**config.mk**
```make
export PLATFORM = sky130hd
export DESIGN_NAME = adder_rr_scheduler_flat
export DESIGN_NICKNAME = d
export VERILOG_FILES = /design/src/rtl/adder_rr_scheduler_if.sv /design/src/rtl/adder_rr_scheduler.sv /design/src/flat_wrapper.sv
export SDC_FILE = /design/constraint.sdc
export NUM_CORES = 1
export LEC_CHECK = 0
export ABC_CLOCK_PERIOD_IN_PS = 2800
export CELL_PAD_IN_SITES_DETAIL_PLACEMENT = 1
export CELL_PAD_IN_SITES_GLOBAL_PLACEMENT = 2
export CORE_ASPECT_RATIO = 0.7
export CORE_MARGIN = 8
export CORE_UTILIZATION = 18
export CTS_CLUSTER_DIAMETER = 30
export DETAILED_ROUTE_END_ITERATION = 10
export HOLD_SLACK_MARGIN = 0.08
export PLACE_DENSITY = 0.77
export SLEW_MARGIN = 25
export SYNTH_ARGS = -nofsm -noshare
export SYNTH_HDL_FRONTEND = slang
export SYNTH_SLANG_ARGS = --single-unit
```
**constraint.sdc**
```tcl
create_clock -name clk -period 2.8 [get_ports clk]
set_input_delay 0.84 -clock clk [delete_from_list [all_inputs] [get_ports clk]]
set_output_delay 0.84 -clock clk [all_outputs]
set_load 0.005 [all_outputs]
```
**src/rtl/adder_rr_scheduler_if.sv**
```systemverilog
// Request, shared-adder and response signals of adder_rr_scheduler.
// master = requester/adder/consumer side, slave = the scheduler itself.
interface adder_rr_scheduler_if #(
  parameter int NUM_REQ = 4,
  parameter int WIDTH   = 32,
  parameter int IDW     = $clog2(NUM_REQ),
  parameter int CNT_W   = 16
);
  logic [NUM_REQ-1:0]       req_valid;
  logic [NUM_REQ-1:0]       req_ready;
  logic [NUM_REQ*WIDTH-1:0] req_a;
  logic [NUM_REQ*WIDTH-1:0] req_b;
  logic [NUM_REQ-1:0]       req_cin;
  logic [WIDTH-1:0]         add_a;
  logic [WIDTH-1:0]         add_b;
  logic                     add_cin;
  logic [WIDTH-1:0]         add_sum;
  logic                     add_cout;
  logic                     rsp_valid;
  logic                     rsp_ready;
  logic [WIDTH-1:0]         rsp_sum;
  logic                     rsp_cout;
  logic [IDW-1:0]           rsp_id;
  logic                     busy;
  logic [CNT_W-1:0]         ops_done;

  modport master (
    output req_valid, req_a, req_b, req_cin, add_sum, add_cout, rsp_ready,
    input  req_ready, add_a, add_b, add_cin, rsp_valid, rsp_sum, rsp_cout,
           rsp_id, busy, ops_done
  );

  modport slave (
    input  req_valid, req_a, req_b, req_cin, add_sum, add_cout, rsp_ready,
    output req_ready, add_a, add_b, add_cin, rsp_valid, rsp_sum, rsp_cout,
           rsp_id, busy, ops_done
  );
endinterface

```
**src/rtl/adder_rr_scheduler.sv**
```systemverilog
// Round-robin scheduler sharing one external combinational adder among NUM_REQ
// requesters: IDLE grants and captures, EXEC drives the adder, RESP returns the sum.
module adder_rr_scheduler #(
  parameter int NUM_REQ = 4,
  parameter int WIDTH   = 32,
  parameter int IDW     = $clog2(NUM_REQ),
  parameter int CNT_W   = 16
) (
  input logic               clk,
  input logic               rst_n,
  adder_rr_scheduler_if.slave bus
);

  typedef enum logic [1:0] {IDLE, EXEC, RESP} state_t;

  state_t             state_reg, state_next;
  logic [IDW-1:0]     rr_ptr_reg;
  logic [IDW-1:0]     winner;
  logic               found;
  logic [NUM_REQ-1:0] ready_vec;
  int                 idx;
  logic [IDW-1:0]     idx_w;

  logic [WIDTH-1:0]   a_arr [NUM_REQ];
  logic [WIDTH-1:0]   b_arr [NUM_REQ];

  logic [WIDTH-1:0]   op_a_reg, op_b_reg;
  logic               op_cin_reg;
  logic [IDW-1:0]     op_id_reg;
  logic [WIDTH-1:0]   sum_reg;
  logic               cout_reg;
  logic [IDW-1:0]     id_reg;
  logic [CNT_W-1:0]   ops_done_reg;

  generate
    for (genvar gi = 0; gi < NUM_REQ; gi++) begin : g_unpack
      assign a_arr[gi] = bus.req_a[gi*WIDTH +: WIDTH];
      assign b_arr[gi] = bus.req_b[gi*WIDTH +: WIDTH];
    end
  endgenerate

  // First valid requester at or after rr_ptr, wrapping modulo NUM_REQ.
  always_comb begin
    found  = 1'b0;
    winner = '0;
    idx    = 0;
    idx_w  = '0;
    for (int k = 0; k < NUM_REQ; k++) begin
      idx = int'(rr_ptr_reg) + k;
      if (idx >= NUM_REQ) idx = idx - NUM_REQ;
      idx_w = IDW'(idx);
      if (!found && bus.req_valid[idx_w]) begin
        found  = 1'b1;
        winner = idx_w;
      end
    end
  end

  always_comb begin
    ready_vec = '0;
    if (rst_n && (state_reg == IDLE) && found) ready_vec[winner] = 1'b1;
  end

  always_comb begin
    state_next = state_reg;
    case (state_reg)
      IDLE:    if (found) state_next = EXEC;
      EXEC:    state_next = RESP;
      RESP:    if (bus.rsp_ready) state_next = IDLE;
      default: state_next = IDLE;
    endcase
  end

  always_ff @(posedge clk or negedge rst_n) begin
    if (!rst_n) begin
      state_reg    <= IDLE;
      rr_ptr_reg   <= '0;
      op_a_reg     <= '0;
      op_b_reg     <= '0;
      op_cin_reg   <= 1'b0;
      op_id_reg    <= '0;
      sum_reg      <= '0;
      cout_reg     <= 1'b0;
      id_reg       <= '0;
      ops_done_reg <= '0;
    end else begin
      state_reg <= state_next;
      if ((state_reg == IDLE) && found) begin
        op_a_reg   <= a_arr[winner];
        op_b_reg   <= b_arr[winner];
        op_cin_reg <= bus.req_cin[winner];
        op_id_reg  <= winner;
        rr_ptr_reg <= (winner == IDW'(NUM_REQ - 1)) ? '0 : winner + 1'b1;
      end
      if (state_reg == EXEC) begin
        sum_reg  <= bus.add_sum;
        cout_reg <= bus.add_cout;
        id_reg   <= op_id_reg;
      end
      if ((state_reg == RESP) && bus.rsp_ready) ops_done_reg <= ops_done_reg + 1'b1;
    end
  end

  // Operand registers only change on capture, so the adder inputs hold between operations.
  assign bus.add_a     = op_a_reg;
  assign bus.add_b     = op_b_reg;
  assign bus.add_cin   = op_cin_reg;
  assign bus.req_ready = ready_vec;
  assign bus.rsp_valid = (state_reg == RESP);
  assign bus.rsp_sum   = sum_reg;
  assign bus.rsp_cout  = cout_reg;
  assign bus.rsp_id    = id_reg;
  assign bus.busy      = (state_reg != IDLE);
  assign bus.ops_done  = ops_done_reg;

endmodule

```
**src/flat_wrapper.sv**
```systemverilog
// flat-port wrapper written by rule: the top's interface ports become plain ports
module adder_rr_scheduler_flat 
#(
  parameter int NUM_REQ = 4,
  parameter int WIDTH   = 32,
  parameter int IDW     = $clog2(NUM_REQ),
  parameter int CNT_W   = 16
)
  (clk, rst_n, bus_req_valid, bus_req_a, bus_req_b, bus_req_cin, bus_add_sum, bus_add_cout, bus_rsp_ready, bus_req_ready, bus_add_a, bus_add_b, bus_add_cin, bus_rsp_valid, bus_rsp_sum, bus_rsp_cout, bus_rsp_id, bus_busy, bus_ops_done);
  adder_rr_scheduler_if #(.NUM_REQ(NUM_REQ), .WIDTH(WIDTH), .IDW(IDW), .CNT_W(CNT_W)) bus_i ();
  input logic clk;
  input logic rst_n;
  input wire logic [$bits(bus_i.req_valid)-1:0] bus_req_valid;
  input wire logic [$bits(bus_i.req_a)-1:0] bus_req_a;
  input wire logic [$bits(bus_i.req_b)-1:0] bus_req_b;
  input wire logic [$bits(bus_i.req_cin)-1:0] bus_req_cin;
  input wire logic [$bits(bus_i.add_sum)-1:0] bus_add_sum;
  input wire logic [$bits(bus_i.add_cout)-1:0] bus_add_cout;
  input wire logic [$bits(bus_i.rsp_ready)-1:0] bus_rsp_ready;
  output wire logic [$bits(bus_i.req_ready)-1:0] bus_req_ready;
  output wire logic [$bits(bus_i.add_a)-1:0] bus_add_a;
  output wire logic [$bits(bus_i.add_b)-1:0] bus_add_b;
  output wire logic [$bits(bus_i.add_cin)-1:0] bus_add_cin;
  output wire logic [$bits(bus_i.rsp_valid)-1:0] bus_rsp_valid;
  output wire logic [$bits(bus_i.rsp_sum)-1:0] bus_rsp_sum;
  output wire logic [$bits(bus_i.rsp_cout)-1:0] bus_rsp_cout;
  output wire logic [$bits(bus_i.rsp_id)-1:0] bus_rsp_id;
  output wire logic [$bits(bus_i.busy)-1:0] bus_busy;
  output wire logic [$bits(bus_i.ops_done)-1:0] bus_ops_done;
  assign bus_i.req_valid = bus_req_valid;
  assign bus_i.req_a = bus_req_a;
  assign bus_i.req_b = bus_req_b;
  assign bus_i.req_cin = bus_req_cin;
  assign bus_i.add_sum = bus_add_sum;
  assign bus_i.add_cout = bus_add_cout;
  assign bus_i.rsp_ready = bus_rsp_ready;
  assign bus_req_ready = bus_i.req_ready;
  assign bus_add_a = bus_i.add_a;
  assign bus_add_b = bus_i.add_b;
  assign bus_add_cin = bus_i.add_cin;
  assign bus_rsp_valid = bus_i.rsp_valid;
  assign bus_rsp_sum = bus_i.rsp_sum;
  assign bus_rsp_cout = bus_i.rsp_cout;
  assign bus_rsp_id = bus_i.rsp_id;
  assign bus_busy = bus_i.busy;
  assign bus_ops_done = bus_i.ops_done;
  adder_rr_scheduler #(.NUM_REQ(NUM_REQ), .WIDTH(WIDTH), .IDW(IDW), .CNT_W(CNT_W)) u_core (.clk(clk), .rst_n(rst_n), .bus(bus_i));
endmodule
```
* Word-level counts from Yosys, hierarchy flattened
Index checks and enable logic that the tools add are counted. Widths: inputs -> output; s select.
Operators by class: $add $sub $neg 9, bitwise logic cells 1, reductions and logical operators 14, equal/unequal tests 5, muxes and demuxes 35, magnitude comparators 11
Operators by type and width (count):
- $bmux 32 s2 | 2
- $mux 32 | 4
- $mux 2 | 11
- $add 16x1->16 const B | 1
- $lt 2x3->1 const B | 5
- $ge 3x3->1 const B | 4
- $bmux 1 s2 | 5
- $mux 1 | 10
- $logic_and 1x1->1 | 8
- $sub 2x1->2 const B | 4
- $add 2x2->3 const B | 2
- $pmux 2 s3 | 1
- $eq 2x2->1 const B | 2
- $mux 4 | 1
- $add 2x1->3 const B | 1
- $ge 2x3->1 const B | 1
- $logic_not 1->1 | 3
- $not 2->3 | 1
- $add 2x1->2 const B | 1
- $demux 1 s2 | 1
- $eq 2x1->1 const B | 1
- $ge 2x1->1 const B | 1
- $logic_not 2->1 | 1
- $ne 2x1->1 const B | 1
- 3 further kinds | 3
Storage, ports and cells: output and inout port bits 122, register bits after elaboration 122, word-level logic and storage cells 85, bits of input ports 300

* Depth between registers and ports, before layout
depth in word-level cells 19, gate-level depth with buffers 8, mapped depth without buffers 6

* Worst setup path before layout
Ideal clock, no wire load.
kind input-to-output, start in bus_req_valid[0], end out bus_req_ready[2], buffers on the path 2, required time 1.960 ns, stages 8, slack -0.052 ns, data arrival time 2.012 ns, cell sequence a21oi_1 -> o21a_1 -> o22ai_1 -> inv_2 -> buf_6 -> buf_2 -> ha_1 -> and3_1
Between the ends: cells in the longest elaborated chain, start to end 17, elaborated cells on any way between the ends 29, those cells by class order compare: 2; mux: 19; reduce/logical: 8
RTL lines:
- from (decl) | RTL line flat_wrapper.sv:13 | input wire logic [$bits(bus_i.req_valid)-1:0] bus_req_valid;
- $bmux 1 s2 | RTL line adder_rr_scheduler.sv:52 | if (!found && bus.req_valid[idx_w]) begin
- $mux 1 (implied by the code) | RTL line adder_rr_scheduler.sv:52
- $mux 1 | RTL line adder_rr_scheduler.sv:52
- $logic_not 1->1 | RTL line adder_rr_scheduler.sv:52
- $logic_and 1x1->1 | RTL line adder_rr_scheduler.sv:52
- $mux 1 | RTL line adder_rr_scheduler.sv:52
- $logic_not 1->1 | RTL line adder_rr_scheduler.sv:52
- $logic_and 1x1->1 | RTL line adder_rr_scheduler.sv:52
- $mux 1 | RTL line adder_rr_scheduler.sv:52
- $logic_not 1->1 | RTL line adder_rr_scheduler.sv:52
- $logic_and 1x1->1 | RTL line adder_rr_scheduler.sv:52
- $mux 2 | RTL line adder_rr_scheduler.sv:52
- $lt 2x3->1 (implied by the code) or $ge 2x1->1 (tied branches) | RTL line adder_rr_scheduler.sv:61 | if (rst_n && (state_reg == IDLE) && found) ready_vec[winner] = 1'b1;
- $logic_and 1x1->1 (implied by the code) | RTL line adder_rr_scheduler.sv:61
- $mux 1 (implied by the code) | RTL line adder_rr_scheduler.sv:61
- $demux 1 s2
- $mux 4 * | RTL line adder_rr_scheduler.sv:61
- to (decl) | RTL line flat_wrapper.sv:20 | output wire logic [$bits(bus_i.req_ready)-1:0] bus_req_ready;
Every way passes the cells marked *; elsewhere a longest branch is shown, timed or not. The select of a mux whose other input is x is not followed.

* Final worst setup path
start in bus_req_valid[2], end out bus_req_ready[2]
The elaborated chain is that of the path after synthesis.

==> flow_summary.json <==
{
  "run_status": "finished clean",
  "drc": 0,
  "grt_util_all_layers_pct": 15.0,
  "num_rows": 58,
  "critPathArrivalTime_ns": 1.96,
  "area.sequential_um2": 3050,
  "drv_cap": 0,
  "final_max_slew_viol_count": 0,
  "drive_gt1_share_pct": 12.6,
  "cts_hold_buffers": 0,
  "synthArstFlopShare_pct": 100,
  "drtPass1Iterations": 4,
  "cts-root-to-sink-buffers": 2,
  "crit_path_launch_type": "primary input",
  "largest_net_degree_at_the_start_of_global_routing": 122,
  "io_pins": 422,
  "htreeDepth": 4,
  "final_setup_violations": 0,
  "hold_path_class": "in -> async",
  "holdWs_ns": 0.198,
  "power_leakage_uw": 0.00492,
  "syn_nets": 903,
  "layout_worst_path_cycle_share_pct": 99.9,
  "gp_routability_congestion": 0.785,
  "slew-limit-headroom_pct": 38.4,
  "layout.nets": 1328,
  "insertion_delay_ns": 0.43,
  "final.min_clock_period_ns": 2.80,
  "syn_to_final_growth_pct": 84.7,
  "setup.worst_path.end_class": "output pin",
  "cts_tree": "yes",
  "multiInputGateArea_um2": 3230,
  "highest_fanout_seen_on_the_critical_path": 4,
  "netlist_instances": 601,
  "ys.warnings.count": 0,
  "synth_enable_flop_cells": 0,
  "power_density_nw_per_um2": 926,
  "ys_dominant_reg_cell": "sky130_fd_sc_hd__dfrtp_1",
  "timing_hold_violations_final": 0,
  "final_antenna_net_count": 0,
  "synth.lib_cells_used.distinct": 41,
  "numPortBuffers": 421,
  "floorplan.die_area_um2": 42600,
  "hpwl_um": 24300,
  "numCtsBuffers": 17,
  "core_region_area_um2": 35800,
  "fin_worst_skew_ns": 0.00851,
  "synthesis.area_per_instance_um2": 10.8,
  "via_total_after_detailed_routing": 6649,
  "first_global_vias": 7417,
  "power.ir.vdd_worst_mv": 0.395,
  "rsz_0062_raised_after_global_routing": "true",
  "dieHeight_um": 175,
  "clk_pin_slew_ns": 0.06,
  "detail_route.iter0.violations": 184,
  "worst_slew_pin_slew_ns": 0.925,
  "totalPowerFinal_uw": 11100,
  "fillerInstances": 4008,
  "clock_sinks": 122,
  "post_drt_wl_per_cell_um": 21.4,
  "vias_per_cell": 4.37,
  "max_freq_mhz": 358,
  "grt_pass1_wl_um": 49400,
  "totalWireLength_um": 32600,
  "root_buffer": "sky130_fd_sc_hd__clkbuf_16",
  "ys_ff_latch": 122,
  "initial_utilization_pct": 18.2,
  "req_time_crit_path_ns": 1.96,
  "final_util_pct": 33.6,
  "fp.dieW_um": 243,
  "yosysSeqAreaShare_pct": 46.9,
  "number_of_antenna_violations_at_the_first_check_in_global_routing": 2,
  "grt_remaining_overflow": 0,
  "post_synth_instance_area_um2": 6520,
  "critPathKind": "in -> out"
}
## kinds of logic (layout without fill, tap and decap cells)
family,Yosys count,count (layout),synth area share (%)
AO/OA/AOI/OAI,125,125,15.5
XOR/XNOR,15,15,2.02
adder cells (fa/ha/maj),2,2,0.384
buffers and inverters,60,498,4.47
flip-flops,122,122,46.9
multiplexers,117,117,18.6
other,0,2,0
AND/OR/NAND/NOR,160,160,12.2
## power breakdown
part / switching, uW / total [uW] / leakage [uW] / internal (uW)
sequential: 452 / 3050 / 0.00143 / 2590
combinational: 2710 / 5890 / 0.00320 / 3180
clock: 962 / 2210 / 0.000279 / 1250
total: 4120 / 11100 / 0.00492 / 7030
## worst paths after layout
path | start | endpoint | slack, ns | depth (start not counted)
max in group asynchronous | rst_n | u_core.bus.add_a[14] | 1.70 | 2
min in group clk | u_core.op_id_reg[1] | u_core.op_id_reg[1] | 0.48 | 1
setup / recovery | bus_req_valid[2] | bus_req_ready[2] | 0.004 | 8
hold / removal | rst_n | u_core.bus.add_b[8] | 0.20 | 1
setup reg to reg | u_core.rr_ptr_reg[1] | u_core.bus.add_b[19] | 0.14 | 9
hold reg to reg | u_core.op_id_reg[1] | u_core.op_id_reg[1] | 0.48 | 1
## synthesized netlist by cell type, types with 4 or more instances
cell / n / area [um2]
sky130_fd_sc_hd__a2111oi_0: 49 / 429
sky130_fd_sc_hd__a211oi_1: 49 / 368
sky130_fd_sc_hd__and3_1: 51 / 319
sky130_fd_sc_hd__buf_2: 10 / 50.1
sky130_fd_sc_hd__buf_4: 4 / 30.0
sky130_fd_sc_hd__clkbuf_1: 34 / 128
sky130_fd_sc_hd__dfrtp_1: 122 / 3050
sky130_fd_sc_hd__mux2_2: 35 / 394
sky130_fd_sc_hd__mux2i_1: 82 / 821
sky130_fd_sc_hd__nand2_1: 31 / 116
sky130_fd_sc_hd__nand2b_1: 4 / 25.0
sky130_fd_sc_hd__nand3_1: 4 / 20.0
sky130_fd_sc_hd__nand4_1: 4 / 25.0
sky130_fd_sc_hd__nor2_1: 55 / 206
sky130_fd_sc_hd__o221ai_1: 16 / 140
sky130_fd_sc_hd__xnor2_1: 12 / 105
## metrics by stage
step	std cells	instance area (um2)	setup WS (ns)	setup TNS, ns
2_1_floorplan	601	6520	0.00221	0
3_3_place_gp	1478	11400	-0.828	-29.06
3_5_place_dp	1478	11400	-0.829	-33.08
4_1_cts	1518	12000	-0.0218	-0.0276
5_1_grt	1521	12000	-0.0338	-0.0439
6_report	1521	12000	0.00353	0
## per-layer routing
layer | up-vias | track usage [%] | share of wire, % | wire length (um)
met1 | 3277 | 18.5 | 44 | 14500
li1 | 3135 | - | - | -
met3 | 32 | 5.13 | 5.7 | 1880
met2 | 205 | 24.9 | 48 | 15700
met5 | - | 0 | 0 | 0
met4 | 0 | 3.84 | 1.6 | 507
## worst max-delay path, cell delays in order
cell                       delay [ns]
sky130_fd_sc_hd__buf_4           0.13
sky130_fd_sc_hd__mux2i_1         0.15
sky130_fd_sc_hd__o22a_2          0.19
sky130_fd_sc_hd__and2_4          0.17
sky130_fd_sc_hd__clkinv_4        0.05
sky130_fd_sc_hd__ha_4            0.15
sky130_fd_sc_hd__and3_4          0.16
sky130_fd_sc_hd__buf_6           0.11
## cells in the final DEF, fill, tap and decap left out, drive strengths merged
master / n
clkdlybuf4s50: 412
or2: 2
o22ai: 1
o22a: 1
xor2: 3
nand3b: 1
o21a: 1
diode: 2
dfrtp: 122
buf: 48
nand4: 4
and4: 2
clkinvlp: 2
mux2i: 82
and3: 51
clkbuf: 17
ha: 2
o221ai: 16
a211oi: 49
nor3: 1
mux2: 35
and2: 2
nand3: 4
inv: 12
bufinv: 1
nor4: 1
xnor2: 12
a21oi: 3
nor2: 55
nand2: 31
a2111oi: 49
a21boi: 1
clkinv: 6
o21ai: 2
a21o: 2
nand4b: 1
nand2b: 4
and3b: 1
## timing repair
item | in CTS | in global routing
gates resized for setup | 43 | 8
hold endpoints to repair | 0 | 0
buffers inserted | 8 | 1
pin swaps | 6 | 7
endpoints found under the setup margin | 23 | 4
## area by class of cell
| cell class | count | area share [%] |
|---|---|---|
| well taps | 480 | 4.99 |
| diodes | 2 | 0.0416 |
| clock inverters | 15 | 1.26 |
| flip-flops and latches | 122 | 25.4 |
| clock buffers | 17 | 3.54 |
| inverters | 6 | 0.260 |
| repair buffers | 460 | 37.7 |
| multi-input cells | 419 | 26.9 |
Power figures use the tool's default switching activity.
